<file path="config.mk">
export PLATFORM = sky130hd
export DESIGN_NAME = data_sync_tx_flat
export DESIGN_NICKNAME = d
export VERILOG_FILES = /design/src/rtl/data_sync_tx_pkg.sv /design/src/rtl/data_sync_tx_if.sv /design/src/rtl/data_sync_tx_bit_sync.sv /design/src/rtl/data_sync_tx.sv /design/src/flat_wrapper.sv
export SDC_FILE = /design/constraint.sdc
export NUM_CORES = 1
export LEC_CHECK = 0
export ABC_CLOCK_PERIOD_IN_PS = 1800
export CORE_MARGIN = 1.5
export CORE_UTILIZATION = 46
export DETAILED_ROUTE_END_ITERATION = 8
export MAX_ROUTING_LAYER = met4
export PLACE_DENSITY = 0.84
export SKIP_LAST_GASP = 1
export SLEW_MARGIN = 20
export SYNTH_ARGS = -nofsm -noshare
export SYNTH_HDL_FRONTEND = slang
export SYNTH_SLANG_ARGS = --single-unit
</file>
<file path="constraint.sdc">
create_clock -name CLK -period 1.8 [get_ports CLK]
set_clock_uncertainty 0.15 [all_clocks]
set_input_delay 0.45 -clock CLK [delete_from_list [all_inputs] [get_ports CLK]]
set_output_delay 0.45 -clock CLK [all_outputs]
set_load 0.005 [all_outputs]
</file>
<file path="src/rtl/data_sync_tx_pkg.sv">
// data_sync_tx_pkg: shared config and state encoding for the bus-crossing sender
//   WIDTH                    bus width shared with the destination synchronizer
//   DATA_SYNC_STAGES         destination-side enable synchronizer depth
//   DATA_SYNC_TX_ACK_STAGES  sender-side ack synchronizer depth (>= 2)
//   DATA_SYNC_TX_TIMEOUT     ack watchdog limit in cycles (0 disables)
package data_sync_tx_pkg;
    localparam int WIDTH = 8;
    localparam int DATA_SYNC_STAGES = 2;
    localparam int DATA_SYNC_TX_ACK_STAGES = 2;
    localparam int DATA_SYNC_TX_TIMEOUT = 255;
    typedef logic [1:0] state_t;
    localparam state_t ST_IDLE = 2'd0;
    localparam state_t ST_SETUP = 2'd1;
    localparam state_t ST_REQ = 2'd2;
    localparam state_t ST_RELEASE = 2'd3;
endpackage

</file>
<file path="src/rtl/data_sync_tx_if.sv">
// data_sync_tx_if: cross-domain bus between sender and destination synchronizer
//   Bus_Out  held data word, sender -> destination
//   Bus_En   request level, sender -> destination
//   Ack_In   destination's synchronized enable, fed back to the sender
interface data_sync_tx_if #(parameter int WIDTH = data_sync_tx_pkg::WIDTH);
    logic [WIDTH-1:0] Bus_Out;
    logic Bus_En;
    logic Ack_In;
    modport master (output Bus_Out, Bus_En, input Ack_In);
    modport slave (input Bus_Out, Bus_En, output Ack_In);
endinterface

</file>
<file path="src/rtl/data_sync_tx_bit_sync.sv">
// bit_sync: N-stage single-bit synchronizer with synchronous active-high reset
//   CLK  destination clock
//   RST  clears every stage
//   D    asynchronous input bit
//   Q    synchronized output bit
module bit_sync #(parameter int STAGES = 2) (
    input  logic CLK,
    input  logic RST,
    input  logic D,
    output logic Q
);
    logic [STAGES-1:0] sr;
    always_ff @(posedge CLK)
        sr <= RST ? '0 : {sr[STAGES-2:0], D};
    assign Q = sr[STAGES-1];
endmodule

</file>
<file path="src/rtl/data_sync_tx.sv">
// data_sync_tx: source-domain sender running a 4-phase req/ack over a held bus
//   CLK, RST     source clock, synchronous active-high reset
//   Data_In      word to transfer; captured when Data_Valid & Data_Ready
//   Data_Valid   producer has a word
//   Data_Ready   high only in IDLE
//   Busy         not IDLE
//   Done_Pulse   one-cycle pulse on clean completion
//   Timeout_Err  sticky watchdog error; Err_Clr clears it (set wins)
//   bus          master side of the crossing bus (Bus_Out, Bus_En, Ack_In)
module data_sync_tx
    import data_sync_tx_pkg::*;
#(
    parameter int WIDTH = data_sync_tx_pkg::WIDTH,
    parameter int ACK_SYNC_STAGES = DATA_SYNC_TX_ACK_STAGES,
    parameter int TIMEOUT_CYCLES = DATA_SYNC_TX_TIMEOUT
) (
    input  logic             CLK,
    input  logic             RST,
    input  logic [WIDTH-1:0] Data_In,
    input  logic             Data_Valid,
    output logic             Data_Ready,
    output logic             Busy,
    output logic             Done_Pulse,
    output logic             Timeout_Err,
    input  logic             Err_Clr,
    data_sync_tx_if.master   bus
);
    localparam int WD_W = $clog2(TIMEOUT_CYCLES + 2);
    state_t state, state_n;
    logic [WD_W-1:0] wd, wd_n;
    logic ack_s, expire, bus_en_n, done_n, err_set, capture;

    bit_sync #(.STAGES(ACK_SYNC_STAGES)) u_ack_sync (
        .CLK(CLK),
        .RST(RST),
        .D(bus.Ack_In),
        .Q(ack_s)
    );

    // wd counts completed cycles in the current ack phase, so the phase
    // expires on its TIMEOUT_CYCLES-th edge
    assign expire = (TIMEOUT_CYCLES != 0) && (wd == WD_W'(TIMEOUT_CYCLES - 1));

    always_ff @(posedge CLK) begin
        if (RST) begin
            state <= ST_IDLE;
            wd <= '0;
            bus.Bus_Out <= '0;
            bus.Bus_En <= 1'b0;
            Done_Pulse <= 1'b0;
            Timeout_Err <= 1'b0;
        end else begin
            state <= state_n;
            wd <= wd_n;
            if (capture)
                bus.Bus_Out <= Data_In;
            bus.Bus_En <= bus_en_n;
            Done_Pulse <= done_n;
            Timeout_Err <= err_set || (Timeout_Err && !Err_Clr);
        end
    end

    // ack_s seen in IDLE/SETUP is stale and deliberately ignored
    always_comb begin
        state_n = state;
        case (state)
            ST_IDLE:  state_n = Data_Valid ? ST_SETUP : ST_IDLE;
            ST_SETUP: state_n = ST_REQ;
            ST_REQ:   state_n = ack_s ? ST_RELEASE : expire ? ST_IDLE : ST_REQ;
            default:  state_n = (!ack_s || expire) ? ST_IDLE : ST_RELEASE;
        endcase
    end

    always_comb begin
        capture = (state == ST_IDLE) && Data_Valid;
        bus_en_n = (state_n == ST_REQ);
        done_n = (state == ST_RELEASE) && !ack_s;
        err_set = expire && (((state == ST_REQ) && !ack_s) || ((state == ST_RELEASE) && ack_s));
        wd_n = ((state_n == state) && (state == ST_REQ || state == ST_RELEASE)) ? wd + 1'b1 : '0;
    end

    assign Data_Ready = (state == ST_IDLE);
    assign Busy = (state != ST_IDLE);
endmodule

</file>
<file path="src/flat_wrapper.sv">
// flat-port wrapper written by rule: the top's interface ports become plain ports
module data_sync_tx_flat import data_sync_tx_pkg::*;
#(
    parameter int WIDTH = data_sync_tx_pkg::WIDTH,
    parameter int ACK_SYNC_STAGES = DATA_SYNC_TX_ACK_STAGES,
    parameter int TIMEOUT_CYCLES = DATA_SYNC_TX_TIMEOUT
)
  (CLK, RST, Data_In, Data_Valid, Data_Ready, Busy, Done_Pulse, Timeout_Err, Err_Clr, bus_Bus_Out, bus_Bus_En, bus_Ack_In);
  data_sync_tx_if #(.WIDTH(WIDTH)) bus_i ();
  input  logic CLK;
  input  logic RST;
  input  logic [WIDTH-1:0] Data_In;
  input  logic Data_Valid;
  output logic Data_Ready;
  output logic Busy;
  output logic Done_Pulse;
  output logic Timeout_Err;
  input  logic Err_Clr;
  output wire logic [$bits(bus_i.Bus_Out)-1:0] bus_Bus_Out;
  output wire logic [$bits(bus_i.Bus_En)-1:0] bus_Bus_En;
  input wire logic [$bits(bus_i.Ack_In)-1:0] bus_Ack_In;
  assign bus_Bus_Out = bus_i.Bus_Out;
  assign bus_Bus_En = bus_i.Bus_En;
  assign bus_i.Ack_In = bus_Ack_In;
  data_sync_tx #(.WIDTH(WIDTH), .ACK_SYNC_STAGES(ACK_SYNC_STAGES), .TIMEOUT_CYCLES(TIMEOUT_CYCLES)) u_core (.CLK(CLK), .RST(RST), .Data_In(Data_In), .Data_Valid(Data_Valid), .Data_Ready(Data_Ready), .Busy(Busy), .Done_Pulse(Done_Pulse), .Timeout_Err(Timeout_Err), .Err_Clr(Err_Clr), .bus(bus_i));
endmodule
</file>
==> impl_metrics.yaml <==
yosys:
  syn_area_um2: 980
  ys_types: 32
  syn_area_per_cell_um2: 9.60
  seq_area_frac_synth_pct: 49.0
  synthTopCellsByArea: "dfxtp_1, mux2i_1, nor2_1"
  synth_seq_cells: 24
  yosys_warnings: 0
  yosysTopAreaCell: "dfxtp_1"
  netlist_instances: 102
  synth_top_area_share_pct: 49.0
  syn_nets: 117
setup_path:
  worstPathRequired_ns: 1.20
  cp_top_family: "buffers and inverters"
  crit_type: "reg -> out"
  slowest_delay_ns: 0.49
  path_cells: "clkdlybuf4s50_1"
  critPathCaptureType: "output pin"
  path_buf_inv: 1
  crit_arrival_ns: 1.16
  path_max_fanout: 2
  crit_path_start_kind: "flip-flop"
  reg2reg_slack_ns: 0.13
  slowest_stage: "clkdlybuf4s50_1"
power_and_ir_drop:
  p_int_w: 0.000875
  p_comb_share_pct: 13.9
  clkPwrFrac_pct: 34.8
  ir_drop_v: 0.000666
  power.total_w: 0.00111
  switching_power_w: 0.000235
  p_leak_nw: 0.680
  power_density_nw_per_um2: 795
  pwr-share-seq_pct: 51.3
  switching_share_pct: 21.2
sta:
  grt_setup_unrepaired: "yes"
  slew_headroom_pct: 64.2
  setup_ws_ns: 0.0429
  hold_ws_ns: 0.330
  max_freq_mhz: 569
  maxSlewViolCount: 0
  tightest_slew_ns: 0.534
  setup_violations: 0
  timing.final.crit_share_pct: 97.6
  hold_viol_final: 0
  fin_crit_ns: 1.76
floorplan:
  die_h_um: 49.2
  start_util_pct: 49.4
  coreArea_um2: 1980
  fp.dieArea_um2: 2420
  dieWidth_um: 49.2
  ios: 26
  row_count: 16
place:
  dp_hpwl_mm: 1.53
  dp_cells: 155
  port_buffers: 25
  routabilityCongestion: 0.767
  post-place-ws_ns: -0.0834
cells_and_area:
  syn2layout_area_growth_pct: 42.5
  fin_cells: 162
  layout_common_cells: "clkdlybuf4s50_1, nor2_1, dfxtp_1"
  n_fill_cell: 141
  fin_util_pct: 70.5
  layout_commonest_cell: "clkdlybuf4s50_1"
  layout-drive-gt1-share_pct: 20.7
  nNetsFinal: 151
  antenna_cells: 0
detailed_routing:
  vias: 847
  drtPass1Iterations: 3
  routedWlPerCell_um: 12.8
  routed_wl_mm: 2.08
  vias_per_cell: 5.23
  first_iter_violations: 8
  drtAntennaViolNets: 0
  drc: 0
global_route:
  grt_pass1_vias: 823
  antenna_found_initial: 0
  track_usage_pct: 19.9
  grt_overflow_total: 0
  grt_pass1_wl_mm: 3.66
  grt_max_degree: 15
clock_tree:
  cts_root_buffer: "clkbuf_4"
  cts_buffers: 3
  htree_levels: 1
  clk_pin_slew_ns: 0.13
  cts.sinks: 24
  cts_tree: "yes"
  clk_latency_ns: 0.32
  cts.path.max_buffers: 2
flow_run:
  drv_cap: 0
run_status:
  status: "complete, no violations"
worst_hold_path:
  hold_path_class: "reg -> reg"
==> registers in the layout, summed over array words and instances, names as in the netlist <==
register and cells:
u_core.bus.Bus_Out 8, u_core.wd 9, u_core.state 2, u_core.bus.Bus_En 1, u_core.Done_Pulse 1, u_core.u_ack_sync.sr 2, u_core.Timeout_Err 1
==> stage by stage <==
step / area (um^2) / TNS (ns)
6_report: 1400 / 0
5_1_grt: 1400 / -0.0263
2_1_floorplan: 980 / 0
3_5_place_dp: 1280 / -0.466
3_3_place_gp: 1280 / 0
4_1_cts: 1340 / 0
==> metal layers <==
layer	wire length (um)	GRT usage, %	share of wire (%)
met2	1080	34.9	52
met1	913	22.5	44
met5	0	-	0
met4	8	2.86	0.39
met3	75	6.44	3.6
==> kinds of logic after synthesis <==
kind of cell / after synthesis / share of synthesized area (%)
fa+ha+maj: 2 / 2.55
mux: 8 / 8.17
simple gates: 40 / 23.4
buf+inv: 8 / 3.19
compound gates: 16 / 10.1
flops: 24 / 49.0
xor+xnor: 4 / 3.58
==> cells in the mapped netlist <==
library cell and instances:
nor3b_1 3, and3_2 1, nand4b_1 1, nand2b_1 2
and2b_2 1, or4_1 1, clkbuf_1 3, inv_1 4
nand4_2 1, nand4_1 2, and4_2 1, nor2b_1 2
a311oi_1 1, a31oi_1 3, or3_1 2, o211ai_1 1
nor2_1 14, o21ai_0 3, nand2_1 2, ha_1 2
xor2_1 1, a21oi_1 5, dfxtp_1 24, a211oi_1 1
buf_2 1, xnor2_1 3, a21o_1 1, mux2i_1 8
and3_1 1, and4b_1 1, o221ai_1 1, nand3_1 5
==> power by group through the flow <==
stage	Clock (W)	Combinational (W)	Sequential, W
floorplan	0	0.0000667	0.000577
global placement	0	0.000152	0.000576
detailed placement	0	0.000157	0.000577
CTS	0.000394	0.000155	0.000567
global route	0.000427	0.000169	0.000572
finish	0.000387	0.000155	0.000569
==> repair_timing <==
item	in CTS	in global routing
buffers inserted	0	3
gates resized for setup	7	16
endpoints found under the setup margin	4	10
hold buffers	0	0
pin swaps	0	0
==> final timing paths <==
kind / start / end / cells after the start
max: u_core.bus.Bus_Out[0]$_SDFFE_PP0P_ / bus_Bus_Out[0] / 1
min: u_core.u_ack_sync.sr[0]$_SDFF_PP0_ / u_core.u_ack_sync.sr[1]$_SDFF_PP0_ / 1
max reg2reg: u_core.wd[0]$_SDFF_PP0_ / u_core.wd[8]$_SDFF_PP0_ / 5
min reg2reg: u_core.u_ack_sync.sr[0]$_SDFF_PP0_ / u_core.u_ack_sync.sr[1]$_SDFF_PP0_ / 1
==> cell type report <==
| class | count | area [um^2] | share of cell area, % |
|---|---|---|---|
| repair buffers | 33 | 330 | 23.7 |
| multi-input cells | 70 | 470 | 33.7 |
| clock buffers | 3 | 22.5 | 1.61 |
| well taps | 27 | 33.8 | 2.42 |
| inverters | 4 | 15.0 | 1.08 |
| flip-flops and latches | 24 | 494 | 35.4 |
| clock inverters | 1 | 30.0 | 2.15 |
(Power assumes the default switching activity.)
